--- config.mk ---
export PLATFORM = sky130hd
export DESIGN_NAME = uart_autobaud_ctrl
export DESIGN_NICKNAME = d
export VERILOG_FILES = /design/src/rtl/uart_autobaud_ctrl.sv
export SDC_FILE = /design/constraint.sdc
export NUM_CORES = 1
export LEC_CHECK = 0
export ABC_AREA = 1
export CORE_UTILIZATION = 64
export CTS_CLUSTER_DIAMETER = 50
export DETAILED_ROUTE_END_ITERATION = 6
export PLACE_DENSITY = 0.85
export SYNTH_ARGS = -nofsm -noshare
export SYNTH_HDL_FRONTEND = slang
export SYNTH_SLANG_ARGS = --single-unit
--- constraint.sdc ---
create_clock -name i_Clock -period 4.3 [get_ports i_Clock]
set_clock_uncertainty 0.2 [all_clocks]
set_input_delay 0.43 -clock i_Clock [delete_from_list [all_inputs] [get_ports i_Clock]]
set_output_delay 0.43 -clock i_Clock [all_outputs]
set_load 0.03 [all_outputs]
--- src/rtl/uart_autobaud_ctrl.sv ---
// Auto-baud calibration controller: times a host 0x55 sync byte on the raw RX line,
// programs the receiver's clocks-per-bit, then confirms lock with a second 0x55 through the receiver.
module uart_autobaud_ctrl #(
  parameter logic [11:0] CPB_DEFAULT = 12'd104,
  parameter logic [11:0] CPB_MIN     = 12'd8,
  parameter logic [23:0] TIMEOUT_CYC = 24'd1000000
) (
  input  logic        i_Clock,
  input  logic        i_Rst_L,
  input  logic        i_RX_Serial_asyn,
  input  logic        i_Calib_Start,
  input  logic        i_RX_DV,
  input  logic [7:0]  i_RX_Byte,
  output logic [11:0] o_Clk_per_bit,
  output logic        o_Rx_Rst_H,
  output logic        o_Busy,
  output logic        o_Locked,
  output logic        o_Error
);

  localparam int unsigned CPB_W  = 12;
  localparam int unsigned MEAS_W = 15;
  localparam int unsigned EDGE_W = 3;
  localparam int unsigned TMO_W  = 24;
  localparam int unsigned RND_W  = 16;
  localparam logic [EDGE_W-1:0] LAST_EDGE = EDGE_W'(4);

  typedef enum logic [2:0] {
    S_IDLE,
    S_WAIT_EDGE,
    S_MEASURE,
    S_SETTLE,
    S_VERIFY,
    S_ERROR
  } state_e;

  state_e              state_q, state_d;
  logic                rx_meta_q, rx_sync_q, rx_prev_q;
  logic [MEAS_W-1:0]   meas_cnt_q, meas_cnt_d;
  logic [EDGE_W-1:0]   edge_cnt_q, edge_cnt_d;
  logic [TMO_W-1:0]    tmo_cnt_q, tmo_cnt_d;
  logic [CPB_W-1:0]    cpb_q, cpb_d;
  logic [CPB_W-1:0]    shadow_q, shadow_d;
  logic                rx_rst_q, rx_rst_d;
  logic                busy_q, busy_d;
  logic                locked_q, locked_d;
  logic                error_q, error_d;

  logic                fall_c, rise_c, tmo_hit_c;
  logic [RND_W-1:0]    meas_rnd_c;
  logic [CPB_W:0]      cpb_wide_c;
  logic [CPB_W-1:0]    cpb_calc_c;

  // RX synchronizer plus one delay stage for edge detection; idles high
  always_ff @(posedge i_Clock or negedge i_Rst_L) begin
    if (!i_Rst_L) begin
      rx_meta_q <= 1'b1;
      rx_sync_q <= 1'b1;
      rx_prev_q <= 1'b1;
    end else begin
      rx_meta_q <= i_RX_Serial_asyn;
      rx_sync_q <= rx_meta_q;
      rx_prev_q <= rx_sync_q;
    end
  end

  assign fall_c    = rx_prev_q & ~rx_sync_q;
  assign rise_c    = ~rx_prev_q & rx_sync_q;
  assign tmo_hit_c = (tmo_cnt_q == (TIMEOUT_CYC - TMO_W'(1)));

  // Eight bit-times measured: round to nearest, saturate rather than wrap
  assign meas_rnd_c = RND_W'(meas_cnt_q) + RND_W'(4);
  assign cpb_wide_c = (CPB_W+1)'(meas_rnd_c >> 3);
  assign cpb_calc_c = cpb_wide_c[CPB_W] ? {CPB_W{1'b1}} : cpb_wide_c[CPB_W-1:0];

  always_ff @(posedge i_Clock or negedge i_Rst_L) begin
    if (!i_Rst_L) begin
      state_q    <= S_IDLE;
      meas_cnt_q <= '0;
      edge_cnt_q <= '0;
      tmo_cnt_q  <= '0;
      cpb_q      <= CPB_DEFAULT;
      shadow_q   <= CPB_DEFAULT;
      rx_rst_q   <= 1'b0;
      busy_q     <= 1'b0;
      locked_q   <= 1'b0;
      error_q    <= 1'b0;
    end else begin
      state_q    <= state_d;
      meas_cnt_q <= meas_cnt_d;
      edge_cnt_q <= edge_cnt_d;
      tmo_cnt_q  <= tmo_cnt_d;
      cpb_q      <= cpb_d;
      shadow_q   <= shadow_d;
      rx_rst_q   <= rx_rst_d;
      busy_q     <= busy_d;
      locked_q   <= locked_d;
      error_q    <= error_d;
    end
  end

  always_comb begin
    state_d    = state_q;
    meas_cnt_d = meas_cnt_q;
    edge_cnt_d = edge_cnt_q;
    tmo_cnt_d  = tmo_cnt_q;
    cpb_d      = cpb_q;
    shadow_d   = shadow_q;
    rx_rst_d   = rx_rst_q;
    busy_d     = busy_q;
    locked_d   = locked_q;
    error_d    = error_q;

    unique case (state_q)
      S_IDLE: begin
        if (i_Calib_Start) begin
          state_d   = S_WAIT_EDGE;
          shadow_d  = cpb_q;
          locked_d  = 1'b0;
          error_d   = 1'b0;
          rx_rst_d  = 1'b1;
          busy_d    = 1'b1;
          tmo_cnt_d = '0;
        end
      end

      S_WAIT_EDGE: begin
        tmo_cnt_d = tmo_cnt_q + TMO_W'(1);
        if (fall_c) begin
          state_d    = S_MEASURE;
          meas_cnt_d = '0;
          edge_cnt_d = EDGE_W'(1);
          tmo_cnt_d  = '0;
        end else if (tmo_hit_c) begin
          state_d = S_ERROR;
        end
      end

      S_MEASURE: begin
        meas_cnt_d = meas_cnt_q + MEAS_W'(1);
        tmo_cnt_d  = tmo_cnt_q + TMO_W'(1);
        if (fall_c) begin
          edge_cnt_d = edge_cnt_q + EDGE_W'(1);
        end
        if (fall_c && (edge_cnt_q == LAST_EDGE)) begin
          if (cpb_calc_c < CPB_MIN) begin
            state_d = S_ERROR;
          end else begin
            cpb_d     = cpb_calc_c;
            state_d   = S_SETTLE;
            tmo_cnt_d = '0;
          end
        end else if ((meas_cnt_q == {MEAS_W{1'b1}}) || tmo_hit_c) begin
          state_d = S_ERROR;
        end
      end

      // Release the receiver once the sync byte's stop bit begins
      S_SETTLE: begin
        tmo_cnt_d = tmo_cnt_q + TMO_W'(1);
        if (rise_c) begin
          rx_rst_d  = 1'b0;
          state_d   = S_VERIFY;
          tmo_cnt_d = '0;
        end else if (tmo_hit_c) begin
          state_d = S_ERROR;
        end
      end

      S_VERIFY: begin
        tmo_cnt_d = tmo_cnt_q + TMO_W'(1);
        if (i_RX_DV) begin
          if (i_RX_Byte == 8'h55) begin
            locked_d = 1'b1;
            busy_d   = 1'b0;
            state_d  = S_IDLE;
          end else begin
            state_d = S_ERROR;
          end
        end else if (tmo_hit_c) begin
          state_d = S_ERROR;
        end
      end

      S_ERROR: begin
        cpb_d    = shadow_q;
        error_d  = 1'b1;
        rx_rst_d = 1'b0;
        busy_d   = 1'b0;
        state_d  = S_IDLE;
      end

      default: begin
        state_d = S_IDLE;
      end
    endcase
  end

  assign o_Clk_per_bit = cpb_q;
  assign o_Rx_Rst_H    = rx_rst_q;
  assign o_Busy        = busy_q;
  assign o_Locked      = locked_q;
  assign o_Error       = error_q;

endmodule

-- After elaboration in Yosys (flattened, before gate mapping)
Index checks and enable logic that the tools add are counted.
Widths: inputs -> output; s select.
- bits in registers: 76
- memories kept: 0
- bits in latches: 0
- bits in read-only memories: 0
- input port bits: 13
- bits in writable memories: 0
- divide/modulo/power cells: 0
- add/sub/neg operators: 4
- multipliers: 0
- equality and inequality tests: 18
- multiplexer cells: 36
- magnitude comparators: 1
- shift operators: 0
- bitwise operators: 4
- reduce and logical (&&, ||, !) cells: 20
- operators by type and width (cell ; number):
    $mux 24 ; 5
    $pmux 24 s5 ; 1
    $mux 12 ; 3
    $mux 3 ; 11
    $pmux 15 s2 ; 1
    $add 24x1->24 const B ; 1
    $eq 24x20->1 const B ; 1
    $pmux 12 s2 ; 1
    $add 15x3->16 const B ; 1
    $ne 2x2->1 const B ; 8
    $add 15x1->15 const B ; 1
    $eq 15x15->1 const B ; 1
    $mux 15 ; 1
    $pmux 3 s5 ; 1
    $lt 12x4->1 const B ; 1
    $reduce_and 2->1 ; 5
    $eq 3x3->1 const B ; 3
    $reduce_and 3->1 ; 3
    $eq 8x7->1 const B ; 1
    $reduce_and 4->1 ; 2
    $reduce_bool 2->1 ; 4
    $mux 1 ; 7
    $eq 3x2->1 const B ; 2
    $pmux 1 s3 ; 2
    12 further kinds ; 16

-- Depth between registers and ports, before layout
- depth after elaboration: 6
- depth in mapped cells: 16
- gate-level depth less buffers: 15

-- Worst setup path after synthesis
No wires, ideal clock.
- path type: reg2reg
- start: register meas_cnt_q[3]
- end: register cpb_q[7] (netlist: o_Clk_per_bit[7])
- path slack: 2.223 ns
- library setup time: 0.117 ns
- buffers on the path: 1
- period minus slack after synthesis: 2.077 ns
- cell stages (with the launch flop): 14
- data arrival time: 1.760 ns
- path through: dfrtp_1 > ha_1 > nand2_1 > nor2_2 > nand3_1 > nand2_1 > nand3_1 > nor2_1 > nand3_1 > nand3_2 > nand2_1 > buf_2 > nand2_1 > nand2_1
- word-level cells in the longest chain between the ends: 5
- elaborated cells between the ends (all ways): 8
- RTL lines (element ; line ; RTL):
    from (decl) ; 39 ; logic [MEAS_W-1:0] meas_cnt_q, meas_cnt_d;
    from (signal assigned) ; 90 ; meas_cnt_q <= meas_cnt_d;
    $add 15x3->16 (*) ; 72 ; assign meas_rnd_c = RND_W'(meas_cnt_q) + RND_W'(4);
    $mux 12 (*) ; 74 ; assign cpb_calc_c = cpb_wide_c[CPB_W] ? {CPB_W{1'b1}} : cpb_wide_c[CPB_W-1:0];
    $lt 12x4->1 or $mux 12 (tied branches) ; 146 ; if (cpb_calc_c < CPB_MIN) begin
    $ne 2x2->1 (no source line) or $mux 12 (tied branches) ; -- ;
    $reduce_and 3->1 (no source line) or $pmux 12 s2 (tied branches) ; -- ;
    to (signal assigned) ; 93 ; cpb_q <= cpb_d;
    to (decl) ; 42 ; logic [CPB_W-1:0] cpb_q, cpb_d;
Mark *: on every way between the ends. The rest lies on a longest branch, timed or not. The select of a mux whose other input is x is not followed.
A chain may end at the register's enable or synchronous reset.

-- Worst setup path after layout
- start: register meas_cnt_q[2]
- end: register cpb_q[4] (netlist: o_Clk_per_bit[4])
Same word-level chain as after synthesis.

==> metrics <==
DRT Wirelength 10350 um; Post-synth EDFFs 0; Pre-Repair DR Iteration Count 5; # rows 29; status complete, but fails checks; cts hold-fix bufs 0; Seq pwr share 38.5%; gp weighted congestion 0.9151; share of layout cells above drive strength 1 7.034%; Hold WS -0.0002719 ns; DR iter-0 viols 256; Max Fclk 384.1 MHz; CP Class reg -> reg; Max Cap Viol 0; Tcrit/Tclk final 60.55%; crit path time final 2.604 ns; die area 7241 sq um; Fin. Hold Viols 4; DRC Markers 0; Resized Gates After CTS 0; Yosys top cell area share 37.94%; Post-Syn Area per Cell 7.105 sq um; CTS tree yes; Main synth FF type dfrtp_1; Finished Cell Area 4945 sq um; DR vias/cell 5.618; GR Util All Layers 31.84%; area grow syn2layout 11.89%; final setup violation count 0; fin util 76.13%; die width 85.10 um; sequential share of the synthesized area 43.29%; post-route ant nets 0; Starting Density 68.04%; min-delay worst type in -> async; Mapped Area 4419 sq um; Synth area leaders dfrtp_1 38%, nand2_1 17%, inv_1 6.2%; Max Transition Viols Final 0; flops & latches, synth 76; Gate power share 39.0%; first-pass GRT wire length 18240 um; CTS H-tree lvls 3; failing checks hold timing; Power Internal 1406 uW; Vias 4107; vias in the first global route 4150; area of the core 6495 sq um; Switch Pwr 1037 uW; initial antenna violation count 0; Root Driver clkbuf_8; clock buffer count from CTS 9; Critical Path AT 2.66 ns; PwrDens 494.2 nW/um^2; Die Y 85.10 um; clk slew on worst S/H paths 0.08 ns; top-count cell post-synth nand2_1; dpl hpwl 7385 um; Boundary Pins 29; Yosys cell types 35; GRT Residual Overflow 0; Async SR Flop Fraction 100.0%; Sum Neg Setup Slack 0 ns; Lkg Pwr 0.002360 uW; Max-slew headroom 38.39%; critical path required time 4.36 ns; CP max FO 14; pin count of the biggest net entering global routing 77; ant diodes 0; placed cell area 4745 sq um; post-CTS setup buffer count 0; Clk Latency, worst-skew pair 0.36 ns; Worst Max-Slew Pin Slew 0.9241 ns; yosys warns 0; clock power share 22.5%; top cells by count, synth 206 x nand2_1, 73 x inv_1, 67 x dfrtp_1; RSZ-0062 raised after global routing no; area leader, netlist dfrtp_1; post-DR wirelength/cell 14.16 um; number of port buffers 28; nets 667; endpoint class of the critical path register; Sink Count 76; CTS max path bufs 2; IR Drop Worst-Case VDD 0.3222 mV; CP Launch Type register; Syn Nets 640; Cells after Synth 622; Sw Ratio 42.45%
per-stage QoR:
stage | total power (uW) | worst slack (ns) | instances | hold slack (ns)
floorplan | 1626 | 2.223 | 622 | -0.06559
global placement | 1869 | 1.814 | 715 | 0.1463
detailed placement | 1902 | 1.733 | 715 | 0.1510
CTS | 2454 | 1.722 | 731 | 0.04739
global route | 2610 | 1.310 | 731 | 0.08679
finish | 2444 | 1.696 | 731 | -0.0002719
area by class of cell:
type / count / area (sq um)
Clock buffer: 9 / 123.9
Clock inverter: 7 / 76.32
Fill cell: 504 / 1550
Inverter: 76 / 285.3
Multi-Input combinational cell: 455 / 2150
Sequential cell: 76 / 1913
Tap cell: 77 / 96.34
Timing Repair Buffer: 31 / 300.3
per-layer routing:
metal | vias to the layer above | GRT usage [%] | routed length, um
met3 | 30 | 6.031 | 471
met4 | 0 | 14.33 | 304
met2 | 119 | 57.92 | 5396
met1 | 1909 | 36.28 | 4178
li1 | 2049 | - | -
met5 | - | 0 | 0
logic make-up (layout without fill, tap and decap cells):
| kind of cell | count (synthesis) | in the layout | share of synthesized area [%] |
|---|---|---|---|
| xor gates and xnor gates | 14 | 14 | 2.775 |
| DFF | 76 | 76 | 43.29 |
| buffers and inverters | 91 | 123 | 8.182 |
| adders and majority gates | 5 | 5 | 1.416 |
| muxes | 1 | 1 | 0.2265 |
| AOI/OAI and AO/OA | 71 | 71 | 9.088 |
| and+or+nand+nor | 364 | 364 | 35.02 |
power by group through the flow:
stage               Clock (uW)  Sequential (uW)  Combinational, uW
global placement             0              943                927
detailed placement           0              946                956
finish                     550              940                954
global route               585              953               1070
CTS                        559              937                958
floorplan                    0             1010                618
registers in the layout, summed over array words and instances, names as in the netlist, 3 cells and up:
register	flops
shadow_q	12
o_Clk_per_bit	12
edge_cnt_q	3
meas_cnt_q	15
tmo_cnt_q	24
state_q	3
worst max-delay path, stage by stage, from the launching register on:
cell and delay, ns:
dfrtp_1 0.44, ha_1 0.24, nand2_1 0.11, nor2_2 0.22, nand3_1 0.13, nand2_1 0.08, nand3_1 0.08, nor2_1 0.11
nand3_1 0.11, nand3_2 0.24, nand2_1 0.31, nand2_1 0.16, nand2_1 0.06
worst paths after layout:
kind                            slack (ns)                           end                      start  depth (start not counted)
worst max-delay path                  1.70  o_Clk_per_bit[4]$_DFFE_PN0P_  meas_cnt_q[2]$_DFFE_PN0P_                         12
worst min-delay path               -0.0003     tmo_cnt_q[10]$_DFFE_PN0P_                    i_Rst_L                          1
worst max register to register        1.70  o_Clk_per_bit[4]$_DFFE_PN0P_  meas_cnt_q[2]$_DFFE_PN0P_                         12
worst min register to register        0.16           rx_sync_q$_DFF_PN1_        rx_meta_q$_DFF_PN1_                          0
max in group asynchronous             3.30    meas_cnt_q[10]$_DFFE_PN0P_                    i_Rst_L                          1
min in group i_Clock                  0.16           rx_sync_q$_DFF_PN1_        rx_meta_q$_DFF_PN1_                          0
layout by cell type (no fill, tap or decap), types with 3 or more instances in the layout:
master	n
dfrtp_1	67
inv_2	3
clkdlybuf4s50_1	27
nor4_1	4
nand4_1	8
a21oi_1	18
nor3_1	17
ha_1	5
nor2_1	63
nand3_1	49
nor2_4	3
nand2_2	3
buf_4	4
xor2_1	9
nand2_1	206
a31oi_1	3
nor2_2	3
a22oi_1	5
xnor2_1	5
clkbuf_8	9
dfstp_2	9
o211ai_1	3
o31ai_1	3
nand3b_1	3
o21ai_0	32
inv_1	73
(Power assumes the default switching activity.)
